**src/rtl/whack_pkg.sv**
```systemverilog
// Constants and types shared by the whack-a-mole blocks (display, game controller, scorer).
package whack_pkg;

    localparam int NUM_MOLES    = 3;
    localparam int SCORE_DIGITS = 3;
    localparam int SPEED_W      = 28;
    localparam int BASE_TICKS   = 50_000_000;
    localparam int STEP_TICKS   = 5_000_000;

    typedef enum logic [1:0] {
        IDLE = 2'd0,
        PLAY = 2'd1,
        OVER = 2'd2
    } state_t;

    // Clock cycles per mole at a given level; parameters guarantee no underflow.
    function automatic logic [SPEED_W-1:0] speed_for(input logic [2:0] lvl,
                                                      input int base,
                                                      input int step);
        return SPEED_W'(base) - SPEED_W'(lvl) * SPEED_W'(step);
    endfunction

endpackage

```
**src/rtl/bcd_counter3.sv**
```systemverilog
// Saturating multi-digit BCD incrementer; clear wins over inc, holds at all-nines.
module bcd_counter3
    import whack_pkg::*;
(
    input  logic                        clock,
    input  logic                        reset_n,
    input  logic                        clear,
    input  logic                        inc,
    output logic [4*SCORE_DIGITS-1:0]   value
);

    localparam logic [4*SCORE_DIGITS-1:0] MAX_VAL = {SCORE_DIGITS{4'h9}};

    logic [4*SCORE_DIGITS-1:0] value_nxt;
    logic                      carry;

    always_comb begin
        value_nxt = value;
        carry     = 1'b1;
        if (value != MAX_VAL) begin
            for (int d = 0; d < SCORE_DIGITS; d++) begin
                if (carry) begin
                    if (value[4*d +: 4] == 4'd9) begin
                        value_nxt[4*d +: 4] = 4'd0;
                    end else begin
                        value_nxt[4*d +: 4] = value[4*d +: 4] + 4'd1;
                        carry               = 1'b0;
                    end
                end
            end
        end
    end

    always_ff @(posedge clock or negedge reset_n) begin
        if (!reset_n) begin
            value <= '0;
        end else if (clear) begin
            value <= '0;
        end else if (inc) begin
            value <= value_nxt;
        end
    end

endmodule

```
**src/rtl/mole_hit_scorer.sv**
```systemverilog
// Judges debounced key presses against the lit mole, keeps score/misses/level
// and feeds the mole period back to the display controller.
module mole_hit_scorer
    import whack_pkg::*;
#(
    parameter int NUM_MOLES  = whack_pkg::NUM_MOLES,
    parameter int MAX_MISSES = 3,
    parameter int LEVEL_STEP = 10,
    parameter int MAX_LEVEL  = 7,
    parameter int BASE_TICKS = whack_pkg::BASE_TICKS,
    parameter int STEP_TICKS = whack_pkg::STEP_TICKS
) (
    input  logic                        clock,
    input  logic                        reset_n,
    input  logic                        game,
    input  logic [NUM_MOLES-1:0]        mole,
    input  logic [NUM_MOLES-1:0]        key_n,
    output logic                        turnoff,
    output logic [4*SCORE_DIGITS-1:0]   score_bcd,
    output logic [2:0]                  misses,
    output logic [2:0]                  level,
    output logic [SPEED_W-1:0]          speed,
    output logic                        game_over
);

    logic [NUM_MOLES-1:0] key_s1, key_s2, key_d, press;
    logic [NUM_MOLES-1:0] mole_prev;
    logic                 game_prev;
    logic                 hit_flag;
    logic [7:0]           hit_cnt;
    state_t               state, state_nxt;

    logic playing, rise, start;
    logic win_open, win_close, flag_eff;
    logic hit, wrong, escape, miss;

    assign press     = key_d & ~key_s2;
    assign playing   = (state == PLAY) && game;
    assign rise      = game && !game_prev;
    assign start     = (state == IDLE) && rise;
    assign win_open  = (|mole) && (mole != mole_prev);
    assign win_close = !(|mole) && (|mole_prev);

    // A window opening this cycle makes a press on the new mole a fresh hit.
    assign flag_eff  = hit_flag && !win_open;
    assign hit       = playing && (|(press & mole)) && !flag_eff;
    assign wrong     = (|(press & ~mole)) || (flag_eff && (|(press & mole)));
    assign escape    = win_close && !hit_flag;
    assign miss      = playing && !hit && (wrong || escape);
    assign game_over = (state == OVER);

    always_comb begin
        state_nxt = state;
        case (state)
            IDLE:    if (rise) state_nxt = PLAY;
            PLAY:    if (!game) state_nxt = IDLE;
                     else if (miss && (misses == 3'(MAX_MISSES - 1))) state_nxt = OVER;
            OVER:    if (!game) state_nxt = IDLE;
            default: state_nxt = IDLE;
        endcase
    end

    always_ff @(posedge clock or negedge reset_n) begin
        if (!reset_n) begin
            state     <= IDLE;
            key_s1    <= '1;
            key_s2    <= '1;
            key_d     <= '1;
            mole_prev <= '0;
            game_prev <= 1'b0;
            turnoff   <= 1'b0;
        end else begin
            state     <= state_nxt;
            key_s1    <= key_n;
            key_s2    <= key_s1;
            key_d     <= key_s2;
            mole_prev <= mole;
            game_prev <= game;
            turnoff   <= hit;
        end
    end

    always_ff @(posedge clock or negedge reset_n) begin
        if (!reset_n) begin
            hit_flag <= 1'b0;
            misses   <= '0;
            hit_cnt  <= '0;
            level    <= '0;
        end else if (start) begin
            hit_flag <= 1'b0;
            misses   <= '0;
            hit_cnt  <= '0;
            level    <= '0;
        end else begin
            if (hit) begin
                hit_flag <= 1'b1;
            end else if (playing && win_open) begin
                hit_flag <= 1'b0;
            end
            if (miss) begin
                misses <= misses + 3'd1;
            end
            if (hit) begin
                if (hit_cnt == 8'(LEVEL_STEP - 1)) begin
                    hit_cnt <= '0;
                    if (level < 3'(MAX_LEVEL)) level <= level + 3'd1;
                end else begin
                    hit_cnt <= hit_cnt + 8'd1;
                end
            end
        end
    end

    always_ff @(posedge clock or negedge reset_n) begin
        if (!reset_n) begin
            speed <= SPEED_W'(BASE_TICKS);
        end else begin
            speed <= speed_for(level, BASE_TICKS, STEP_TICKS);
        end
    end

    bcd_counter3 u_score (
        .clock   (clock),
        .reset_n (reset_n),
        .clear   (start),
        .inc     (hit),
        .value   (score_bcd)
    );

endmodule
```
**config.mk**
```make
export PLATFORM = sky130hd
export DESIGN_NAME = mole_hit_scorer
export DESIGN_NICKNAME = d
export VERILOG_FILES = /design/src/rtl/whack_pkg.sv /design/src/rtl/bcd_counter3.sv /design/src/rtl/mole_hit_scorer.sv
export SDC_FILE = /design/constraint.sdc
export NUM_CORES = 1
export LEC_CHECK = 0
export CAP_MARGIN = 15
export CORE_MARGIN = 2
export CORE_UTILIZATION = 40
export CTS_CLUSTER_DIAMETER = 30
export DETAILED_ROUTE_END_ITERATION = 16
export PLACE_DENSITY = 0.74
export SYNTH_ARGS = -nofsm -noshare
export SYNTH_HDL_FRONTEND = slang
export SYNTH_SLANG_ARGS = --single-unit
```
**constraint.sdc**
```tcl
create_clock -name clock -period 3.25 [get_ports clock]
set_input_delay 0.325 -clock clock [delete_from_list [all_inputs] [get_ports clock]]
set_output_delay 0.325 -clock clock [all_outputs]
set_load 0.1 [all_outputs]
```
==> results by group <==
Timing
  • Unrepaired setup endpoints after global routing: true
  • Fin crit period: 3.07 ns
  • Crit share post-route: 0.944
  • Slew headroom: 0.334
  • Slew Viols, Final: 0
  • Max Freq: 0.326 GHz
  • # setup viols final: 0
  • Clock skew: 0.0146 ns
  • Final Hold Fails: 0
  • Least-Margin Pin Slew: 0.995 ns

Cells and area
  • Fin nets: 437
  • Syn-to-layout area delta: 23.3%
  • Fraction of layout instances using a drive strength above 1: 0.169
  • Fillers: 816
  • Fin area: 4320 um2
  • Multi-input logic area: 1740 um2
  • Non-filler cells, final: 516
  • Diodes inserted: 0
  • Util after Layout: 0.502
  • Register area: 1630 um2

CTS
  • Root Driver: clkbuf_8
  • CTS HTree Levels: 3
  • CTS Sinks: 64
  • Skew-Pair Late Insertion Delay: 0.34 ns
  • Clk buf depth: 2
  • Clock transition at the registers of the reported paths: 0.08 ns
  • CTS tree: built
  • CTS Buf Count: 9
  • Hold Buf Count CTS: 0

Synthesis
  • Post-synth top cells: 43 x dfrtp_1, 31 x nand2_1, 24 x ha_1
  • Synth unique cells: 56
  • Yosys synthesis warning count: 0
  • Mapped Cells: 347
  • Post-synth EDFFs: 0
  • Main area contributors after synthesis: dfrtp_1 31%, dfstp_2 16%, ha_1 8.6%
  • Flops & latches, synth: 64
  • Average instance area after synthesis: 10.1 um2
  • Most frequent cell after synthesis: dfrtp_1
  • Share of the synthesized area in the top cell type: 0.307
  • Synthesized area: 3500 um2
  • Yosys top cell by area: dfrtp_1
  • Top FF cell, synth: dfrtp_1
  • Sequential fraction of the synthesis area: 0.465
  • Async SR Flop Fraction: 1.00

Power
  • Clock power frac: 0.294
  • Part of the power in registers: 0.431
  • Worst vdd ir: 384 uV
  • Comb pwr share: 0.275
  • Overall Power: 2120 uW
  • Sw frac: 0.382
  • PwrDens: 490 nW/um2
  • NetSw: 808 uW
  • P_int: 1310 uW
  • Pleak: 0.00184 uW

Critical path
  • CP max stage delay: 0.50 ns
  • Slowest cell on crit path: dfrtp_4
  • Reg2Reg Depth: 13
  • Worst-path maximum fanout: 7
  • CP Launch Type: flip-flop
  • CP Capture Type: flip-flop
  • Req. time, crit path: 3.47 ns
  • Crit path DAT: 3.29 ns
  • Crit-path cells: inv_1, ha_4, inv_1, ha_1, inv_1, fa_1, nor2b_2, a211o_1, o211ai_1, and4b_1, o21ai_2, a311o_1, xnor2_1
  • WS Path Type: flip-flop to flip-flop
  • Most common cell on crit path: inv_1

Outcome
  • Status: finished clean

Placement
  • Routability cong.: 0.895
  • Placed cell area: 4130 um2
  • IO Port Bufs: 50
  • Dpl hpwl: 5510 um
  • Placed Cells: 500

Hold path
  • Hold crit path type: input port to asynchronous set/reset pin

Floorplan
  • Boundary pin count: 57
  • Initial Util: 0.407
  • Die area: 9520 um2
  • Die Ht: 97.6 um
  • Die width: 97.6 um
  • FP Rows: 34
  • Core footprint: 8590 um2

Job
  • Max_cap viols: 0

Global route
  • First-pass GRT wire length: 12900 um
  • Initial antenna violation count: 0
  • Largest net degree at the start of global routing: 43
  • Vias in the first global route: 2752
  • GRT Total Usage: 0.165
  • GRT overflow: 0

Detailed routing
  • Routed wire per std cell: 14.6 um
  • ANT nets after route: 0
  • 1st-pass router iterations: 4
  • Drt first-iter violations: 133
  • Routed vias: 2734
  • Routed WL: 7530 um
  • Vias per std cell: 5.30
  • Number of remaining DRC errors: 0
## worst paths after layout
check | startpoint | endpoint | slack (ns)
min in group clock | key_s1[0]$_DFF_PN1_ | key_s2[0]$_DFF_PN1_ | 0.36
hold reg to reg | key_s1[0]$_DFF_PN1_ | key_s2[0]$_DFF_PN1_ | 0.36
max in group asynchronous | reset_n | key_d[2]$_DFF_PN1_ | 2.22
setup / recovery | level[0]$_DFFE_PN0P_ | speed[24]$_DFF_PN0_ | 0.18
setup reg to reg | level[0]$_DFFE_PN0P_ | speed[24]$_DFF_PN0_ | 0.18
hold / removal | reset_n | speed[8]$_DFF_PN0_ | 0.13
## metal layers
layer  up-vias  track usage  part of all wire
met5         -            0                 0
li1       1313            -                 -
met1      1352        0.208              0.46
met4         0       0.0598             0.014
met3         8       0.0446             0.044
met2        61        0.272              0.49
## power groups by stage
stage               combinational, uW  sequential (uW)  clock (uW)
finish                            581              913         623
global route                      611              923         676
CTS                               584              913         641
detailed placement                583              925           0
global placement                  575              925           0
floorplan                         179             1190           0
## timing repair
item | in CTS | in global routing
buffers inserted | 0 | 0
setup endpoints to repair | 0 | 5
gates resized for setup | 0 | 2
## critical path, delay by kind of cell, from the launching register on
kind / cells / cell delay, ns
adders and majority gates: 3 / 0.83
AOI/OAI and AO/OA: 4 / 0.71
DFF: 1 / 0.50
and+or+nand+nor: 2 / 0.50
buffers and inverters: 3 / 0.28
xor gates and xnor gates: 1 / 0.13
## cells in the final DEF, fill, tap and decap left out, drive strengths merged, types with 8 or more instances in the layout
cell type	netlist	layout
nand3	16	16
o21ai	14	14
inv	22	23
nor2	18	18
dfrtp	43	43
o31ai	8	8
nand2	31	31
clkdlybuf4s50	0	46
xor2	8	8
xnor2	22	22
dfstp	21	21
buf	12	12
clkbuf	6	10
a21oi	17	17
a31oi	9	9
ha	24	24
## cell type report
type,instances,share of cell area
Clock buffer,10,0.0319
Tap cell,108,0.0313
Timing Repair Buffer,58,0.127
Multi-Input combinational cell,248,0.402
Inverter,22,0.0191
Clock inverter,6,0.0101
Sequential cell,64,0.378
## flip-flops by register name, indices dropped and copies added, names as in the netlist
name / cells
level: 3
state: 2
u_score.value: 12
misses: 3
game_prev: 1
key_s2: 3
key_s1: 3
hit_cnt: 8
hit_flag: 1
mole_prev: 3
turnoff: 1
speed: 21
key_d: 3
## cell families (layout without fill, tap and decap cells)
logic type | Yosys count | after routing | share of synthesized area
adder cells (fa/ha/maj) | 25 | 25 | 0.0915
XOR/XNOR | 30 | 30 | 0.0772
flip-flops | 64 | 64 | 0.465
buffers and inverters | 40 | 96 | 0.0547
AND/OR/NAND/NOR | 114 | 114 | 0.170
multiplexers | 3 | 3 | 0.00858
other | 1 | 6 | 0.00107
AO/OA/AOI/OAI | 70 | 70 | 0.132
## through the flow
step           worst slack (ns)   TNS, ns  hold WS [ns]
3_5_place_dp              0.172         0         0.347
5_1_grt                -0.00351  -0.00351         0.214
6_report                  0.181         0         0.135
4_1_cts                   0.155         0         0.152
3_3_place_gp              0.280         0         0.346
2_1_floorplan            0.0330         0        0.0294
Power figures use the tool's default switching activity.
